$ cat config.mk
export PLATFORM = sky130hd
export DESIGN_NAME = bitrate_stats_collector
export DESIGN_NICKNAME = d
export VERILOG_FILES = /design/src/rtl/bitrate_stats_pkg.sv /design/src/rtl/bitrate_stats_collector_fifo.sv /design/src/rtl/bitrate_stats_collector.sv
export SDC_FILE = /design/constraint.sdc
export NUM_CORES = 1
export LEC_CHECK = 0
export ABC_AREA = 1
export BUFFER_PORTS_ARGS = -buffer_cell sky130_fd_sc_hd__buf_2
export CORE_ASPECT_RATIO = 1.75
export CORE_MARGIN = 2
export CORE_UTILIZATION = 35
export DETAILED_ROUTE_END_ITERATION = 8
export GPL_TIMING_DRIVEN = 0
export PLACE_DENSITY = 0.62
export SETUP_SLACK_MARGIN = 0.5
export SLEW_MARGIN = 15
export SYNTH_ARGS = -nofsm -noshare
export SYNTH_HDL_FRONTEND = slang
export SYNTH_SLANG_ARGS = --single-unit
$ cat constraint.sdc
create_clock -name clk -period 3.15 [get_ports clk]
set_input_delay 0.1575 -clock clk [delete_from_list [all_inputs] [get_ports clk]]
set_output_delay 0.1575 -clock clk [all_outputs]
set_load 0.02 [all_outputs]
$ cat src/rtl/bitrate_stats_pkg.sv
// bitrate_stats_pkg: default parameters and FSM state type shared by the bitrate statistics collector.
package bitrate_stats_pkg;
    localparam int DEF_COUNTER_WIDTH = 32;
    localparam int DEF_FIFO_DEPTH    = 16;
    localparam int DEF_AVG_LOG2      = 3;
    typedef enum logic {NO_DATA, ACTIVE} state_e;
endpackage

$ cat src/rtl/bitrate_stats_collector_fifo.sv
// sample_fifo: first-word fall-through sample FIFO.
//   clk, reset (sync, active-high), clear (sync soft clear)
//   push/din write a sample; pop removes the head shown on dout
//   count/full/empty report occupancy; dout is 0 while empty
module sample_fifo #(
    parameter int WIDTH = 32,
    parameter int DEPTH = 16,
    localparam int AW = $clog2(DEPTH)
) (
    input  logic             clk,
    input  logic             reset,
    input  logic             clear,
    input  logic             push,
    input  logic             pop,
    input  logic [WIDTH-1:0] din,
    output logic [WIDTH-1:0] dout,
    output logic [AW:0]      count,
    output logic             full,
    output logic             empty
);
    logic [WIDTH-1:0] mem_q [DEPTH];
    logic [AW-1:0]    wr_ptr_q, wr_ptr_d, rd_ptr_q, rd_ptr_d;
    logic [AW:0]      count_q, count_d;
    logic             do_push, do_pop;

    // A pop frees a slot in the same cycle, so a push while full still lands if paired with a pop.
    always_comb begin
        do_pop   = pop && count_q != '0;
        do_push  = push && (count_q != (AW+1)'(DEPTH) || do_pop);
        wr_ptr_d = do_push ? wr_ptr_q + 1'b1 : wr_ptr_q;
        rd_ptr_d = do_pop ? rd_ptr_q + 1'b1 : rd_ptr_q;
        count_d  = count_q + (AW+1)'(do_push) - (AW+1)'(do_pop);
    end

    always_ff @(posedge clk) begin
        if (reset || clear) begin
            wr_ptr_q <= '0;
            rd_ptr_q <= '0;
            count_q  <= '0;
        end else begin
            wr_ptr_q <= wr_ptr_d;
            rd_ptr_q <= rd_ptr_d;
            count_q  <= count_d;
        end
    end

    always_ff @(posedge clk) begin
        if (do_push)
            mem_q[wr_ptr_q] <= din;
    end

    assign empty = count_q == '0;
    assign full  = count_q == (AW+1)'(DEPTH);
    assign count = count_q;
    assign dout  = empty ? '0 : mem_q[rd_ptr_q];
endmodule

$ cat src/rtl/bitrate_stats_collector.sv
// bitrate_stats_collector: buffers bitrate samples and tracks last/min/max/windowed-average statistics.
//   clk, reset (sync, active-high), clear (sync soft clear of everything)
//   sample_valid/sample_bitrate: incoming samples, never back-pressured
//   rd_en/rd_data/fifo_*: FWFT sample FIFO read side and status
//   last/min/max/avg_bitrate, stats_valid, avg_valid: statistics
//   overflow (sticky) and drop_count (saturating) report FIFO drops
module bitrate_stats_collector
    import bitrate_stats_pkg::*;
#(
    parameter int COUNTER_WIDTH = DEF_COUNTER_WIDTH,
    parameter int FIFO_DEPTH    = DEF_FIFO_DEPTH,
    parameter int AVG_LOG2      = DEF_AVG_LOG2
) (
    input  logic                          clk,
    input  logic                          reset,
    input  logic                          sample_valid,
    input  logic [COUNTER_WIDTH-1:0]      sample_bitrate,
    input  logic                          clear,
    input  logic                          rd_en,
    output logic [COUNTER_WIDTH-1:0]      rd_data,
    output logic                          fifo_empty,
    output logic                          fifo_full,
    output logic [$clog2(FIFO_DEPTH):0]   fifo_count,
    output logic [COUNTER_WIDTH-1:0]      last_bitrate,
    output logic [COUNTER_WIDTH-1:0]      min_bitrate,
    output logic [COUNTER_WIDTH-1:0]      max_bitrate,
    output logic [COUNTER_WIDTH-1:0]      avg_bitrate,
    output logic                          stats_valid,
    output logic                          avg_valid,
    output logic                          overflow,
    output logic [15:0]                   drop_count
);
    localparam int ACC_W = COUNTER_WIDTH + AVG_LOG2;

    state_e                   state_q, state_d;
    logic [COUNTER_WIDTH-1:0] last_q, last_d, min_q, min_d, max_q, max_d, avg_q, avg_d;
    logic [ACC_W-1:0]         acc_q, acc_d, sum;
    logic [AVG_LOG2-1:0]      cnt_q, cnt_d;
    logic                     avg_valid_q, avg_valid_d, overflow_q, overflow_d;
    logic [15:0]              drop_q, drop_d;
    logic                     accept, pop, drop;

    assign accept = sample_valid && !clear;
    assign pop    = rd_en && !clear;
    // While full, a sample only reaches the FIFO if a pop frees a slot the same cycle.
    assign drop   = accept && fifo_full && !pop;

    sample_fifo #(.WIDTH(COUNTER_WIDTH), .DEPTH(FIFO_DEPTH)) u_fifo (
        .clk   (clk),
        .reset (reset),
        .clear (clear),
        .push  (accept),
        .pop   (pop),
        .din   (sample_bitrate),
        .dout  (rd_data),
        .count (fifo_count),
        .full  (fifo_full),
        .empty (fifo_empty)
    );

    always_ff @(posedge clk) begin
        if (reset || clear)
            state_q <= NO_DATA;
        else
            state_q <= state_d;
    end

    always_comb begin
        state_d = accept ? ACTIVE : state_q;
    end

    always_comb begin
        stats_valid = state_q == ACTIVE;
    end

    // The first sample after reset/clear seeds min and max regardless of their zeroed contents.
    always_comb begin
        sum         = acc_q + ACC_W'(sample_bitrate);
        last_d      = accept ? sample_bitrate : last_q;
        min_d       = accept && (state_q == NO_DATA || sample_bitrate < min_q) ? sample_bitrate : min_q;
        max_d       = accept && (state_q == NO_DATA || sample_bitrate > max_q) ? sample_bitrate : max_q;
        avg_valid_d = accept && &cnt_q;
        avg_d       = avg_valid_d ? sum[ACC_W-1:AVG_LOG2] : avg_q;
        acc_d       = accept ? (avg_valid_d ? '0 : sum) : acc_q;
        cnt_d       = accept ? cnt_q + 1'b1 : cnt_q;
        overflow_d  = overflow_q || drop;
        drop_d      = drop && drop_q != 16'hFFFF ? drop_q + 16'd1 : drop_q;
    end

    always_ff @(posedge clk) begin
        if (reset || clear) begin
            last_q      <= '0;
            min_q       <= '0;
            max_q       <= '0;
            avg_q       <= '0;
            acc_q       <= '0;
            cnt_q       <= '0;
            avg_valid_q <= 1'b0;
            overflow_q  <= 1'b0;
            drop_q      <= '0;
        end else begin
            last_q      <= last_d;
            min_q       <= min_d;
            max_q       <= max_d;
            avg_q       <= avg_d;
            acc_q       <= acc_d;
            cnt_q       <= cnt_d;
            avg_valid_q <= avg_valid_d;
            overflow_q  <= overflow_d;
            drop_q      <= drop_d;
        end
    end

    assign last_bitrate = last_q;
    assign min_bitrate  = min_q;
    assign max_bitrate  = max_q;
    assign avg_bitrate  = avg_q;
    assign avg_valid    = avg_valid_q;
    assign overflow     = overflow_q;
    assign drop_count   = drop_q;
endmodule

==> results of run 1 <==
-- logic make-up after synthesis --
group,count (synthesis)
and+or+nand+nor,1172
AOI/OAI and AO/OA,768
DFF,714
buffers and inverters,384
adders and majority gates,111
xor gates and xnor gates,20
-- worst max-delay path by stage --
stage                          from                   to  slack [ns]  cells after the start
CTS                            flop          rd_data[18]        0.34                     12
detailed placement  u_fifo.count[3]      u_fifo.count[4]        0.06                     16
global route                   flop          rd_data[30]        0.25                     12
finish                         flop          rd_data[23]        0.32                     10
floorplan           u_fifo.count[2]   u_fifo.mem_q[0][0]        0.01                      9
global placement    u_fifo.count[2]  u_fifo.mem_q[4][18]       -1.67                      9
-- synthesized netlist by cell type (6+ instances only) --
| library cell | instances | area (um^2) |
|---|---|---|
| o21a_1 | 14 | 105 |
| o21ai_1 | 30 | 150 |
| o221ai_1 | 84 | 736 |
| edfxtp_1 | 512 | 15400 |
| clkbuf_1 | 84 | 315 |
| nand3b_1 | 6 | 45.0 |
| dfxtp_1 | 202 | 4040 |
| buf_2 | 41 | 205 |
| nor2_2 | 7 | 43.8 |
| nand3_1 | 88 | 440 |
| nand2_1 | 481 | 1810 |
| buf_4 | 17 | 128 |
| nor2_1 | 544 | 2040 |
| o21bai_1 | 20 | 150 |
| ha_1 | 109 | 1360 |
| buf_1 | 15 | 56.3 |
| inv_1 | 207 | 777 |
| o22ai_1 | 44 | 275 |
| o21ai_0 | 342 | 1710 |
| nor3_1 | 12 | 60.1 |
| xor2_1 | 16 | 140 |
| a21oi_1 | 215 | 1080 |
| inv_2 | 9 | 33.8 |
| nand4_1 | 12 | 75.1 |
-- registers in the layout, summed over array words and instances, names as in the netlist, named ones only --
register and flops:
acc_q 35, avg_bitrate 32, avg_valid 1, cnt_q 3, drop_count 16, last_bitrate 32, max_bitrate 32, min_bitrate 32
overflow 1, stats_valid 1, u_fifo.count 5, u_fifo.mem_q 512, u_fifo.rd_ptr_q 4, u_fifo.wr_ptr_q 4
-- cell type report --
cell class              instances  area [um^2]  area share, %
clock buffers                  82         1830           4.52
repair buffers                348         3350           8.30
multi-input cells            2071        11700           29.0
inverters                     218          842           2.09
flip-flops and latches        714        19400           48.1
well taps                    1184         1480           3.67
plain buffers                 166         1480           3.67
clock inverters                36          280          0.694
-- metrics by stage --
stage / hold WS [ns] / worst slack (ns) / setup TNS [ns] / utilization [%]
global route: 0.0209 / 0.254 / 0 / 44.8
floorplan: 0.230 / 0.0105 / 0 / -
finish: 0.0245 / 0.324 / 0 / 44.8
CTS: 0.000117 / 0.337 / 0 / 43.5
global placement: 0.333 / -1.67 / -671.86 / 38.1
detailed placement: 0.342 / 0.0584 / 0 / 38.6
-- power by group through the flow --
stage / combinational [uW] / sequential [uW] / clock [uW]
after CTS: 2580 / 10200 / 8130
after detailed placement: 2130 / 10400 / 0
after global routing: 2980 / 10200 / 8470
after floorplan: 1140 / 10500 / 0
after global placement: 2090 / 10400 / 0
final: 2800 / 10200 / 8090
-- metal layers --
metal  up-vias  track usage [%]  routed length [um]
met5         -                0                   0
met4         0             15.9                9230
met3       387             3.43                6970
met2      1206             45.2               61500
met1     12400             23.4               37600
li1      11900                -                   -
-- timing repair --
item	CTS	global route
pin swaps	125	122
buffers inserted	44	34
hold endpoints to repair	88	0
setup endpoints to repair	231	158
hold buffers	8	0
gates resized for setup	431	203
cloned	17	7
-- worst max-delay path, delay by kind of cell, from the launching register on --
| family | cells | cell delay [ns] |
|---|---|---|
| buffers and inverters | 6 | 0.84 |
| AO/OA/AOI/OAI | 3 | 0.61 |
| flip-flops | 1 | 0.42 |
| AND/OR/NAND/NOR | 1 | 0.15 |
==> impl_metrics.tcl, run 1 <==
set metrics [dict create \
    wl_per_cell_um 23.9 \
    p_per_area_mw_per_mm2 523 \
    layout_commonest_cell "edfxtp_1" \
    intPower_uw 15500 \
    yosysUniqueCellTypes 48 \
    synth-compound-area-share_pct 13.7 \
    slew_headroom_pct 29.8 \
    io_pins 223 \
    synthAdderAreaFrac_pct 4.43 \
    drt_iter0_markers 2396 \
    synth-main-ff-cell "edfxtp_1" \
    antenna_found_initial 0 \
    final_hold_viol_count 0 \
    hold_end "u_fifo.mem_q[15][27]" \
    hold_start "sample_bitrate[27]" \
    dpl.hpwl_um 79900 \
    ant_nets 0 \
    power_switching_uw 5610 \
    diodes 0 \
    die_x_um 231 \
    die_h_um 402 \
    p_total_uw 21100 \
    reg2reg_to "u_fifo.count[4]" \
    fp.coreArea_mm2 0.0901 \
    grt_max_degree 23 \
    clock_sinks 714 \
    cp_slowest_stage_delay_ns 0.42 \
    drive_gt1_share_pct 22.0 \
    clock_path_buffers 3 \
    maxCapViolCount 0 \
    hold_class "primary input to flop" \
    viasPerCell 5.37 \
    drcViolationCount 0 \
    grtUsageTotal_pct 23.7 \
    leakagePower_uw 0.0155 \
    critical_path.max_fanout 10 \
    finalSetupViolations 0 \
    hold_depth 1 \
    yosys_register_bits 714 \
    yosys.area_share.simple_pct 14.9 \
    cts-root-buf "clkbuf_16" \
    placed_area_mm2 0.0348 \
    wl_um 115000 \
    endpoint_kind "output pin" \
    start_kind "flop" \
    fmax_mhz 354 \
    cts_tree "built" \
    slowest_stage "dfxtp_4" \
    die-area_mm2 0.0930 \
    stdcell_count 4819 \
    power_frac_comb_pct 13.3 \
    grt_pass1_wl_um 162000 \
    synth_top_family_by_area "simple AND/OR/NAND/NOR gates" \
    finalMaxSlewViolations 0 \
    clk_pin_slew_ns 0.06 \
    crit_arrival_ns 2.67 \
    fillers 8346 \
    htreeDepth 3 \
    start_util_pct 35.2 \
    synth_xor_area_share_pct 0.553 \
    finalNetCount 3734 \
    netlist_area_mm2 0.0317 \
    grt_pass1_vias 25500 \
    r2r-start "u_fifo.count[2]" \
    status "finished clean" \
    syn_avg_cell_area_um2 10.0 \
    synth_mux_area_share_pct 0 \
    areaGrowthSynthToFinish_pct 27.4 \
    synth_edf_count 512 \
    final_cell_mix "edfxtp_1 (512), nor2_1 (493), nand2_1 (477), o21ai_0 (269), buf_2 (206)" \
    cts_buffers 67 \
    synth_cells 3169 \
    seq_power_share_pct 48.4 \
    dp.cells 4591 \
    final_area_mm2 0.0404 \
    rows 146 \
    finalCriticalPeriod_ns 2.83 \
    path_cells "buf_4, buf_12, buf_16, buf_8, clkbuf_16, o21ai_1, o221ai_2, nand3_1, a21oi_2, buf_4" \
    gr-total-overflow 0 \
    numPortBuffers 221 \
    timing.final.crit_share_pct 89.7 \
    critPathRequiredTime_ns 2.99 \
    skew_ns 0.0294 \
    synth_nets 3317 \
    place_congestion 0.945 \
    critPathKind "flop to output pin" \
    clkLatencyLatePin_ns 0.64 \
    swShare_pct 26.6 \
    route.vias.total 25900 \
    rsz0062_at_grt "true" \
    ff2ff_path_depth 16 \
    rrSetupSlack_ns 0.64 \
    yosysSeqAreaShare_pct 61.3 \
    ys_warn_count 0 \
    peakVddDrop_mv 0.439 \
    worst_pin_slew_ns 1.05 \
    drtPass1Iterations 6 \
    ys_async_sr_fraction_pct 0 \
    path_common_cell "buf_4" \
    clockPowerShare_pct 38.3 \
]
Power figures use the tool's default switching activity.
==> inputs of run 2 (changes only) <==
- CORE_ASPECT_RATIO: 1.75 -> 0.7
==> impl_metrics.tcl, run 2 (same netlist as run 1, synthesis figures left out) <==
set metrics [dict create \
    worst_pin_slew_ns 0.947 \
    crit_family "buffers and inverters" \
    p_per_area_mw_per_mm2 542 \
    peakVddDrop_mv 0.400 \
    hold_end "u_fifo.mem_q[15][14]" \
    maxCapViolCount 0 \
    io_pins 223 \
    p_total_uw 22000 \
    areaGrowthSynthToFinish_pct 28.2 \
    path_buf_inv 3 \
    fp.coreArea_mm2 0.0899 \
    fin_util_pct 45.2 \
    critPathKind "flop to output pin" \
    use_met2_pct 33.1 \
    grt_pass1_vias 24100 \
    grtUsageTotal_pct 23.4 \
    final_cell_mix "edfxtp_1 (512), nor2_1 (493), nand2_1 (477), o21ai_0 (316), inv_1 (204)" \
    die-area_mm2 0.0930 \
    grtUsageMet3_pct 7.15 \
    endpoint_kind "output pin" \
    cts_buffers 74 \
    fin_tns_setup_ns 0 \
    die_x_um 364 \
    die_h_um 256 \
    slew_headroom_pct 36.9 \
    numPortBuffers 221 \
    wl_per_cell_um 23.1 \
    dp.cells 4630 \
    final_hold_viol_count 0 \
    stdcell_count 4866 \
    reg2reg_to "u_fifo.count[4]" \
    finalNetCount 3728 \
    regArea_mm2 0.0194 \
    met1_usage_pct 34.4 \
    clkLatencyLatePin_ns 0.68 \
    largest_reg_flops 512 \
    cts_tree "built" \
    clock_path_buffers 3 \
    cts-root-buf "clkbuf_16" \
    r2r-start "u_fifo.count[2]" \
    reg_top3 "u_fifo.mem_q x512, acc_q x35" \
    fmax_mhz 335 \
    placed_area_mm2 0.0349 \
    place_congestion 0.921 \
    hold_depth 1 \
    start_kind "flop" \
    dpl.hpwl_um 74800 \
    finalMaxSlewViolations 0 \
    finalCriticalPeriod_ns 2.98 \
    rsz0062_at_grt "true" \
    hold_class "primary input to flop" \
    status "finished clean" \
    htreeDepth 3 \
    ff2ff_path_depth 16 \
    layout_commonest_cell "edfxtp_1" \
    ant_nets 0 \
    final_area_mm2 0.0406 \
    clock_sinks 714 \
    rows 92 \
    gr-total-overflow 0 \
    grt_pass1_wl_um 161000 \
    cp_slowest_stage_delay_ns 0.73 \
    busiest_layer "met1" \
    multi_input_area_mm2 0.0117 \
    largest_register "u_fifo.mem_q" \
    grt_max_degree 23 \
    clk_pin_slew_ns 0.07 \
    viasPerCell 5.42 \
    rrSetupSlack_ns 0.63 \
    drtPass1Iterations 7 \
    path_depth 6 \
    drt_iter0_markers 3652 \
    drive_gt1_share_pct 21.5 \
    crit_arrival_ns 2.83 \
    route.vias.total 26400 \
    timing.final.crit_share_pct 94.8 \
    hold_start "sample_bitrate[14]" \
    critical_path.max_fanout 10 \
    finalSetupViolations 0 \
    leakagePower_uw 0.0155 \
    slowest_stage "clkbuf_1" \
    wl_um 113000 \
    path_cells "inv_2, clkbuf_1, o221ai_1, nand3_2, a21oi_4, buf_6" \
    skew_ns 0.0390 \
    antenna_found_initial 4 \
    start_util_pct 35.2 \
    critPathRequiredTime_ns 2.99 \
    drcViolationCount 0 \
    fillers 8256 \
]
## run 2: cell count changes in the layout (fill, tap and decap cells not counted), moves of 13 or more
cell	before	now
buf_4	58	45
o21ai_0	269	316
o21ai_1	54	29
o21ai_2	46	23
## run 2: final cells by class
cell class / instances / share of cell area, %
Tap cell: 1222 / 3.76
Sequential cell: 714 / 47.8
Buffer: 166 / 3.64
Clock inverter: 47 / 1.18
Antenna cell: 3 / 0.0185
Timing Repair Buffer: 335 / 7.88
Multi-Input combinational cell: 2071 / 28.8
Inverter: 218 / 2.06
Clock buffer: 90 / 4.83
## run 2: per-stage QoR
stage	hold WS, ns	setup WS, ns
2_1_floorplan	0.230	0.0105
3_3_place_gp	0.345	-1.65
3_5_place_dp	0.346	-0.0660
4_1_cts	0.00135	0.226
5_1_grt	0.0184	0.195
6_report	0.0251	0.165
## run 2: routing by layer
metal  routed length [um]  vias up  share of wire (%)
met5                    0        -                  0
met4                 2520        0                2.2
met3                14800      161                 13
met2                46900     1586                 42
met1                48300    12700                 43
li1                     -    11900                  -
## run 2: worst max-delay path by stage
| stage | from | end | slack, ns |
|---|---|---|---|
| 3_5_place_dp | u_fifo.count[3] | u_fifo.count[4] | -0.07 |
| 3_3_place_gp | u_fifo.count[3] | u_fifo.mem_q[8][4] | -1.65 |
| 5_1_grt | flop | rd_data[29] | 0.20 |
| 2_1_floorplan | u_fifo.count[2] | u_fifo.mem_q[0][0] | 0.01 |
| 6_report | flop | rd_data[29] | 0.17 |
| 4_1_cts | flop | rd_data[29] | 0.23 |
## run 2: where the power goes
group          internal, uW  switching (uW)
registers             10200            72.9
clock network          5000            3960
logic                   980            1850
total                 16100            5890
## run 2: what timing repair did
item / 4_1_cts / 5_1_grt
resized for setup: 440 / 120
endpoints found under the hold margin: 91 / 0
pin swaps: 121 / 113
endpoints found under the setup margin: 316 / 397
cloned: 17 / 2
hold buffers: 11 / 0
setup buffers: 41 / 25
